===== src/rtl/uart_seg7_unit.sv =====
// uart_seg7_unit: 8N1 UART receiver and transmitter plus a dual
// hex-digit 7-segment decoder for board-level serial/display glue.

module uart_seg7_tx #(
    parameter int BitCycles = 96
) (
    input  logic       clk,
    input  logic       rst,
    input  logic       start,
    input  logic [7:0] data,
    output logic       ser,
    output logic       busy
);
    localparam int CntW = $clog2(BitCycles + 1);

    typedef enum logic [1:0] {
        TxIdle,
        TxStart,
        TxData,
        TxStop
    } tx_state_t;

    tx_state_t       state;
    tx_state_t       state_n;
    logic [CntW-1:0] cnt;
    logic [CntW-1:0] cnt_n;
    logic [2:0]      idx;
    logic [2:0]      idx_n;
    logic [7:0]      shreg;
    logic [7:0]      shreg_n;
    logic            ser_n;
    logic            busy_n;
    logic            bit_end;

    always_ff @(posedge clk or posedge rst) begin
        if (rst) begin
            state <= TxIdle;
            cnt   <= '0;
            idx   <= '0;
            shreg <= '0;
            ser   <= 1'b1;
            busy  <= 1'b0;
        end else begin
            state <= state_n;
            cnt   <= cnt_n;
            idx   <= idx_n;
            shreg <= shreg_n;
            ser   <= ser_n;
            busy  <= busy_n;
        end
    end

    // Line and busy are registered from the next state so both change together.
    always_comb begin
        state_n = state;
        cnt_n   = cnt;
        idx_n   = idx;
        shreg_n = shreg;
        ser_n   = ser;
        busy_n  = busy;
        bit_end = (cnt == CntW'(BitCycles - 1));
        if (state != TxIdle) begin
            cnt_n = bit_end ? '0 : cnt + 1'b1;
        end
        case (state)
            TxIdle: begin
                if (start) begin
                    state_n = TxStart;
                    shreg_n = data;
                    cnt_n   = '0;
                    ser_n   = 1'b0;
                    busy_n  = 1'b1;
                end
            end
            TxStart: begin
                if (bit_end) begin
                    state_n = TxData;
                    idx_n   = '0;
                    ser_n   = shreg[0];
                end
            end
            TxData: begin
                if (bit_end) begin
                    if (idx == 3'd7) begin
                        state_n = TxStop;
                        ser_n   = 1'b1;
                    end else begin
                        idx_n   = idx + 1'b1;
                        shreg_n = {1'b0, shreg[7:1]};
                        ser_n   = shreg[1];
                    end
                end
            end
            TxStop: begin
                if (bit_end) begin
                    if (start) begin
                        state_n = TxStart;
                        shreg_n = data;
                        ser_n   = 1'b0;
                    end else begin
                        state_n = TxIdle;
                        busy_n  = 1'b0;
                    end
                end
            end
            default: state_n = TxIdle;
        endcase
    end
endmodule

module uart_seg7_rx #(
    parameter int BitCycles  = 96,
    parameter int HalfCycles = 48
) (
    input  logic       clk,
    input  logic       rst,
    input  logic       rxd,
    output logic [7:0] data,
    output logic       ready,
    output logic       frame_err
);
    localparam int CntW = $clog2(BitCycles + 1);

    typedef enum logic [2:0] {
        RxIdle,
        RxStart,
        RxData,
        RxStop,
        RxWait
    } rx_state_t;

    rx_state_t       state;
    rx_state_t       state_n;
    logic            meta;
    logic            samp;
    logic [CntW-1:0] cnt;
    logic [CntW-1:0] cnt_n;
    logic [2:0]      idx;
    logic [2:0]      idx_n;
    logic [7:0]      shreg;
    logic [7:0]      shreg_n;
    logic [7:0]      data_n;
    logic            ready_n;
    logic            err_n;
    logic            bit_end;
    logic            half_end;

    always_ff @(posedge clk or posedge rst) begin
        if (rst) begin
            meta <= 1'b1;
            samp <= 1'b1;
        end else begin
            meta <= rxd;
            samp <= meta;
        end
    end

    always_ff @(posedge clk or posedge rst) begin
        if (rst) begin
            state     <= RxIdle;
            cnt       <= '0;
            idx       <= '0;
            shreg     <= '0;
            data      <= '0;
            ready     <= 1'b0;
            frame_err <= 1'b0;
        end else begin
            state     <= state_n;
            cnt       <= cnt_n;
            idx       <= idx_n;
            shreg     <= shreg_n;
            data      <= data_n;
            ready     <= ready_n;
            frame_err <= err_n;
        end
    end

    // Bit timing counts raw clocks from the start edge, so no drift accumulates.
    always_comb begin
        state_n  = state;
        cnt_n    = cnt;
        idx_n    = idx;
        shreg_n  = shreg;
        data_n   = data;
        ready_n  = 1'b0;
        err_n    = 1'b0;
        bit_end  = (cnt == CntW'(BitCycles - 1));
        half_end = (cnt == CntW'(HalfCycles - 1));
        if (state == RxStart || state == RxData || state == RxStop) begin
            cnt_n = cnt + 1'b1;
        end
        case (state)
            RxIdle: begin
                if (!samp) begin
                    state_n = RxStart;
                    cnt_n   = '0;
                end
            end
            RxStart: begin
                if (half_end) begin
                    cnt_n   = '0;
                    idx_n   = '0;
                    state_n = samp ? RxIdle : RxData;
                end
            end
            RxData: begin
                if (bit_end) begin
                    cnt_n   = '0;
                    shreg_n = {samp, shreg[7:1]};
                    if (idx == 3'd7) begin
                        state_n = RxStop;
                    end else begin
                        idx_n = idx + 1'b1;
                    end
                end
            end
            RxStop: begin
                if (bit_end) begin
                    cnt_n = '0;
                    if (samp) begin
                        ready_n = 1'b1;
                        data_n  = shreg;
                        state_n = RxIdle;
                    end else begin
                        err_n   = 1'b1;
                        state_n = RxWait;
                    end
                end
            end
            RxWait: begin
                if (samp) begin
                    state_n = RxIdle;
                end
            end
            default: state_n = RxIdle;
        endcase
    end
endmodule

module uart_seg7_hex (
    input  logic [3:0] nib,
    output logic [7:0] seg
);
    // Segment order is {dp,g,f,e,d,c,b,a}; dp stays dark.
    always_comb begin
        seg = 8'h00;
        unique case (nib)
            4'h0: seg = 8'h3F;
            4'h1: seg = 8'h06;
            4'h2: seg = 8'h5B;
            4'h3: seg = 8'h4F;
            4'h4: seg = 8'h66;
            4'h5: seg = 8'h6D;
            4'h6: seg = 8'h7D;
            4'h7: seg = 8'h07;
            4'h8: seg = 8'h7F;
            4'h9: seg = 8'h6F;
            4'hA: seg = 8'h77;
            4'hB: seg = 8'h7C;
            4'hC: seg = 8'h39;
            4'hD: seg = 8'h5E;
            4'hE: seg = 8'h79;
            4'hF: seg = 8'h71;
        endcase
    end
endmodule

module uart_seg7_unit #(
    parameter int ClkFrequency = 11059200,
    parameter int Baud         = 115200,
    parameter int Oversampling = 8
) (
    input  logic       clk,
    input  logic       rst,
    input  logic       rxd,
    output logic       rxd_data_ready,
    output logic [7:0] rxd_data,
    output logic       rx_frame_err,
    output logic       txd,
    input  logic       txd_start,
    input  logic [7:0] txd_data,
    output logic       txd_busy,
    input  logic [7:0] disp_value,
    output logic [7:0] seg_lo,
    output logic [7:0] seg_hi
);
    localparam int BitCycles  = (ClkFrequency + Baud / 2) / Baud;
    localparam int TickCycles = BitCycles / Oversampling;
    // Mid-bit sample lands on the oversampling tick grid.
    localparam int HalfCycles = TickCycles * (Oversampling / 2);

    uart_seg7_rx #(
        .BitCycles (BitCycles),
        .HalfCycles(HalfCycles)
    ) u_rx (
        .clk      (clk),
        .rst      (rst),
        .rxd      (rxd),
        .data     (rxd_data),
        .ready    (rxd_data_ready),
        .frame_err(rx_frame_err)
    );

    uart_seg7_tx #(
        .BitCycles(BitCycles)
    ) u_tx (
        .clk  (clk),
        .rst  (rst),
        .start(txd_start),
        .data (txd_data),
        .ser  (txd),
        .busy (txd_busy)
    );

    uart_seg7_hex u_hex_lo (
        .nib(disp_value[3:0]),
        .seg(seg_lo)
    );

    uart_seg7_hex u_hex_hi (
        .nib(disp_value[7:4]),
        .seg(seg_hi)
    );
endmodule


===== config.mk =====
export PLATFORM = sky130hd
export DESIGN_NAME = uart_seg7_unit
export DESIGN_NICKNAME = d
export VERILOG_FILES = /design/src/rtl/uart_seg7_unit.sv
export SDC_FILE = /design/constraint.sdc
export NUM_CORES = 1
export LEC_CHECK = 0
export BUFFER_PORTS_ARGS = -buffer_cell sky130_fd_sc_hd__clkbuf_2
export CAP_MARGIN = 0
export CORE_MARGIN = 3
export CORE_UTILIZATION = 64
export CTS_BUF_LIST = sky130_fd_sc_hd__clkbuf_8
export DETAILED_ROUTE_END_ITERATION = 6
export GPL_ROUTABILITY_DRIVEN = 0
export PLACE_DENSITY = 0.88
export SKIP_LAST_GASP = 1
export SLEW_MARGIN = 40
export SYNTH_ARGS = -nofsm -noshare
export SYNTH_HDL_FRONTEND = slang
export SYNTH_SLANG_ARGS = --single-unit
export TNS_END_PERCENT = 1

===== constraint.sdc =====
create_clock -name clk -period 3.4 [get_ports clk]
set_clock_uncertainty 0.1 [all_clocks]
set_input_delay 0 -clock clk [delete_from_list [all_inputs] [get_ports clk]]
set_output_delay 0 -clock clk [all_outputs]
set_load 0.02 [all_outputs]

### Word-level counts from Yosys, hierarchy flattened

Memory sizes are Yosys's and may differ from the RTL's.
Cells that the tools add are included.

| storage, ports and cells | value |
|---|---|
| flip-flop bits (word level) | 55 |
| ROM bits | 224 |
| input bits | 20 |
| output and inout bits | 28 |
| word-level logic and storage cells | 120 |
| memories kept | 2 |

| operators by class | value |
|---|---|
| $add $sub $neg | 4 |
| eq/ne operators | 26 |
| mux-type cells | 54 |
| reductions and logical operators | 19 |

Memories:

| memory | words | width | rd ports | clocked after Yosys merged registers in | write ports | RTL line | source |
|---|---|---|---|---|---|---|---|
| (no name shown) | 16 | 7 | 1 | 0 | 0 | 247 | `unique case (nib)` |
| (no name shown) | 16 | 7 | 1 | 0 | 0 | 247 |  |

Operator list:

| operator | count |
|---|---|
| 7-bit 2-to-1 mux | 8 |
| 3-bit 2-to-1 mux | 13 |
| 8-bit 2-to-1 mux | 4 |
| 8-bit one-hot mux with 3 select lines | 1 |
| 7-bit one-hot mux with 3 select lines | 1 |
| 2-bit by 1-bit inequality test with 1-bit output (second input constant) | 8 |
| 4-bit AND reduction | 4 |
| 1-bit 2-to-1 mux | 15 |
| 3-bit one-hot mux with 5 select lines | 1 |
| 7-bit by 1-bit adder with 7-bit output (second input constant) | 2 |
| 7-bit equality test (second input constant) | 2 |
| 2-bit 2-to-1 mux | 6 |
| 2-bit inequality test (second input constant) | 6 |
| 3-bit one-hot mux with 2 select lines | 2 |
| 3-bit equality test (second input constant) | 3 |
| 2-bit one-hot mux with 4 select lines | 1 |
| 2-bit nonzero test | 4 |
| 7-bit by 6-bit equality test with 1-bit output (second input constant) | 1 |
| 3-bit by 1-bit adder with 3-bit output (second input constant) | 2 |
| 3-bit by 2-bit equality test with 1-bit output (second input constant) | 2 |
| 3-bit AND reduction | 2 |
| 6-bit AND reduction | 1 |
| 5-bit AND reduction | 1 |
| 2-bit equality test (second input constant) | 2 |
| 10 further kinds | 11 |

### Depth between registers and ports, before layout

| logic depth | value |
|---|---|
| depth after elaboration | 6 |
| gate-level depth with buffers | 8 |
| gate-level depth less buffers | 6 |

### Modules after synthesis

Synthesis repeated with hierarchy kept, for this count alone.

| second synthesis, totals | value |
|---|---|
| cells, all modules | 319 |
| area, all modules | 3448.3 µm² |

Modules (own cells, without submodules):

| module | times used | cells each | area an instance (µm²) | seq. area each (µm²) |
|---|---|---|---|---|
| uart_seg7_rx | 1 | 120 | 1529.0 | 828.3 |
| uart_seg7_tx | 1 | 129 | 1323.8 | 551.8 |
| uart_seg7_hex at u_hex_hi | 1 | 35 | 301.5 | 0.0 |
| uart_seg7_hex at u_hex_lo | 1 | 35 | 294.0 | 0.0 |

### Least setup slack after synthesis

No wires, ideal clock.

| timing | value |
|---|---|
| path type | reg2reg |
| from | register u_tx.cnt[0] |
| to | register u_tx.shreg[0] |
| library setup time | 0.125 ns |
| data arrival time | 1.868 ns |
| data required time | 3.175 ns |
| setup slack | 1.308 ns |
| stages on the path, launching flop included | 7 |
| buffers on the path | 0 |
| period minus slack after synthesis | 2.092 ns |
| path through | dfrtp_1 -> ha_1 -> nand4_2 -> or2_4 -> a211o_1 -> a21oi_4 -> mux2_2 |

| on the way | value |
|---|---|
| cells in the longest elaborated chain, start to end | 3 |
| elaborated cells between the ends (all ways) | 4 |
| those cells by class | 3 x eq/ne; 1 x reduce/logical |

Ends and longest elaborated chain:

| element | RTL line | source |
|---|---|---|
| start: declaration | 25 | `logic [CntW-1:0] cnt;` |
| start signal: assignment | 45 | `cnt <= cnt_n;` |
| 7-bit equality test * | 61 | `bit_end = (cnt == CntW'(BitCycles - 1));` |
| 2-bit by 1-bit inequality test with 1-bit output (no source line) | - |  |
| 4-bit AND reduction (no source line) * | - |  |
| end signal: assignment | 47 | `shreg <= shreg_n;` |
| end: declaration | 29 | `logic [7:0] shreg;` |

Mark *: on every way between the ends. The rest lies on a longest branch, timed or not.
A chain may end at the register's enable or synchronous reset.

### Final worst setup path

| timing | value |
|---|---|
| from | register u_tx.state[0] |
| to | register u_tx.state[1] |

| on the way | value |
|---|---|
| cells in the longest elaborated chain, start to end | 3 |
| elaborated cells between the ends (all ways) | 11 |
| those cells by class | 8 x eq/ne; 1 x mux; 2 x reduce/logical |

Ends and longest elaborated chain:

| element | RTL line | source |
|---|---|---|
| start: declaration | 23 | `tx_state_t state;` |
| start signal: assignment | 37 | `state <= TxIdle;` |
| start signal: assignment | 44 | `state <= state_n;` |
| 2-bit equality test, or another cell as far along | 65 | `case (state)` |
| 2-bit by 1-bit inequality test with 1-bit output (no source line) / 2-bit inequality test (equally long branches) | - |  |
| 5-bit AND reduction (no source line) | - |  |

Several ways; a longest one is shown, not always the timed one.

==> run summary <==
Post-cts sizing count -> 0
PwrDens -> 318 nW/um2
Drt first pass iters -> 7
Initial core utilization -> 67.0%
Synth-to-layout area growth -> 13.9%
Die Wd -> 76.8 um
Post-Synthesis Cells -> 313
Tmin final -> 2.37 ns
Fin nets -> 406
TritonCTS Sinks -> 55
Die ar. -> 5900 um2
Layout fillers -> 302
Final period util -> 69.8%
Slew margin rel. -> 56.9%
Row count -> 25
Kind of critical path -> reg -> reg
Yosys cell types -> 50
Drt drc -> 0
Maximum vdd drop -> 0.000340 V
Placeable Area -> 4790 um2
Share of layout cells above drive strength 1 -> 27.8%
CP startpoint -> u_tx.state[0]$_DFFE_PP0P_
# port buffers -> 45
Initial antenna violation count -> 0
Critical path data required time -> 3.50 ns
Top-count cell post-synth -> dfrtp_1
Vias in the first global route -> 2350
I/O pin cnt -> 48
All-Layer GR Usage -> 23.4%
Status -> finished clean
Clock Path Buffers -> 2
Synth Flop Type -> dfrtp_1
Final setup viols -> 0
Reg-to-reg startpoint -> u_tx.state[0]$_DFFE_PP0P_
CP Launch Type -> register
CTS Root Cell -> clkbuf_8
CTS tree -> built
Via count -> 2444
Setup TNS -> 0 ns
Ys async rst share -> 100%
Final Hold Fails -> 0
Routed wire length -> 6.33 mm
Avg WL per Cell -> 14.7 um
Clock slew at reported path FFs -> 0.09 ns
Post-DP HPWL -> 4.04 mm
Worst r2r path cells -> 5
RSZ-0062 raised after global routing -> no
Slew @ Worst Pin -> 0.646 ns
Gr ovfl total -> 0
Largest area contributor in the netlist -> dfrtp_1
Worst EP arrival -> 2.47 ns
Fmax -> 0.421 GHz
Die Ht -> 76.8 um
DP Area -> 3450 um2
Post-route cell area -> 3650 um2
HP Class -> in -> async
Clk_lat worst skew -> 0.31 ns
Max H-tree Level -> 2
Endpoint type of the worst setup path -> register
Post-synth top area share -> 40.6%
YS warnings -> 0
First-pass GRT wire length -> 10.9 mm
Antenna Cells -> 0
Largest net degree at the start of global routing -> 56
# Max-Cap Violations -> 0
CP max FO -> 18
Synth cell count leaders -> 52 x dfrtp_1, 35 x mux2_2, 28 x nor2_1
Netlist area before placement -> 3210 um2
Number of buffers created by CTS -> 5
Remaining antenna violation count -> 0
Dominant cells by area after synthesis -> dfrtp_1 41%, mux2_2 12%, ha_1 9.4%, nor2_1 3.3%, inv_1 2.7%
Static Leak -> 1.80 nW
Sequential share of the synthesized area -> 43.0%
Mean Syn Cell Area -> 10.2 um2
Final max-slew violation count -> 0
Initial drt markers -> 105
Number of enable flip-flop cells after synthesis -> 0
Synth Register Bits -> 55
Routed vias/inst -> 5.68
-- layout make-up --
cell class | count | area, um2 | area share [%]
inverter | 23 | 88.8 | 2.43
multi-input combinational | 221 | 1680 | 45.9
timing repair buffer | 56 | 335 | 9.18
clock inverter | 3 | 20.0 | 0.548
sequential | 55 | 1380 | 37.8
tap | 67 | 83.8 | 2.29
clock buffer | 5 | 68.8 | 1.88
-- registers in the layout (all words and copies together), names as in the netlist, 2 cells and up --
| name | count |
|---|---|
| u_rx.cnt | 7 |
| u_rx.data | 8 |
| u_rx.idx | 3 |
| u_rx.shreg | 8 |
| u_rx.state | 3 |
| u_tx.cnt | 7 |
| u_tx.idx | 3 |
| u_tx.shreg | 8 |
| u_tx.state | 2 |
-- cell usage in the layout, fill, tap and decap left out, drive strengths merged, types with 2 or more instances in the layout --
cell type	count
xnor2	3
a21oi	17
or2	2
or3	3
xor2	2
dlygate4sd3	11
nor2b	7
nand2b	5
nand2	19
a211oi	5
dfstp	3
clkbuf	50
conb	2
o21ai	14
inv	25
mux2	35
o21bai	3
nor2	29
dfrtp	52
a211o	2
a22oi	4
ha	24
mux2i	4
and3	2
nand3	6
nor3	9
o31ai	3
o21a	2
o41ai	2
mux4	2
a22o	3
-- worst max-delay path, cell delays in order (launching register included) --
cell and delay (ns):
dfrtp_1 0.43, inv_1 0.15, ha_1 0.56, nor2b_1 0.52, nand2b_1 0.18, mux2_2 0.33
-- power breakdown --
part,total (mW),internal [mW],leakage (nW),switching [mW]
Sequential,0.667,0.661,0.720,0.00614
Combinational,0.141,0.0579,1.04,0.0830
Clock,0.355,0.145,0.0460,0.210
-- final timing paths --
check                                             to  slack (ns)
hold reg to reg                  u_rx.samp$_DFF_PP1_        0.26
setup reg to reg           u_tx.state[1]$_DFFE_PP0P_        1.03
max in group asynchronous   u_rx.data[3]$_DFFE_PP0P_        2.52
min in group clk                 u_rx.samp$_DFF_PP1_        0.26
hold / removal             u_tx.shreg[0]$_DFFE_PP0P_        0.25
setup / recovery           u_tx.state[1]$_DFFE_PP0P_        1.03
-- per-stage QoR --
step	std cells	setup WS [ns]	total power, mW	utilization (%)	hold WS (ns)
floorplan	314	1.31	0.770	-	-0.0955
global placement	411	1.20	0.805	72.1	-0.0121
detailed placement	411	1.12	0.810	72.2	-0.0111
CTS	430	1.11	1.17	76.3	0.211
global route	430	0.882	1.22	76.3	0.263
finish	430	1.03	1.16	76.3	0.251
-- layer usage --
layer  part of all wire (%)  wire length (um)  vias to the layer above  track usage [%]
met2                     51              3240                       70             38.9
li1                       -                 -                     1189                -
met1                     43              2700                     1177             30.0
met3                    4.6               288                        8             5.40
met4                    1.6                99                        0             8.15
met5                      0                 0                        -                0
-- cell families (layout without fill, tap and decap cells) --
kind of cell / count (synthesis) / count (layout) / synth area share, %
flops: 55 / 55 / 43.0
compound gates: 63 / 63 / 13.1
buf+inv: 38 / 87 / 4.80
other cells: 1 / 2 / 0.117
xor+xnor: 5 / 5 / 1.37
mux: 41 / 41 / 14.9
simple gates: 86 / 86 / 13.3
fa+ha+maj: 24 / 24 / 9.36
-- what timing repair did --
action,in CTS,in global routing
buffers inserted,0,0
hold endpoints to repair,63,0
hold buffers,11,0
No activity file was read; power rests on OpenSTA's default activity.
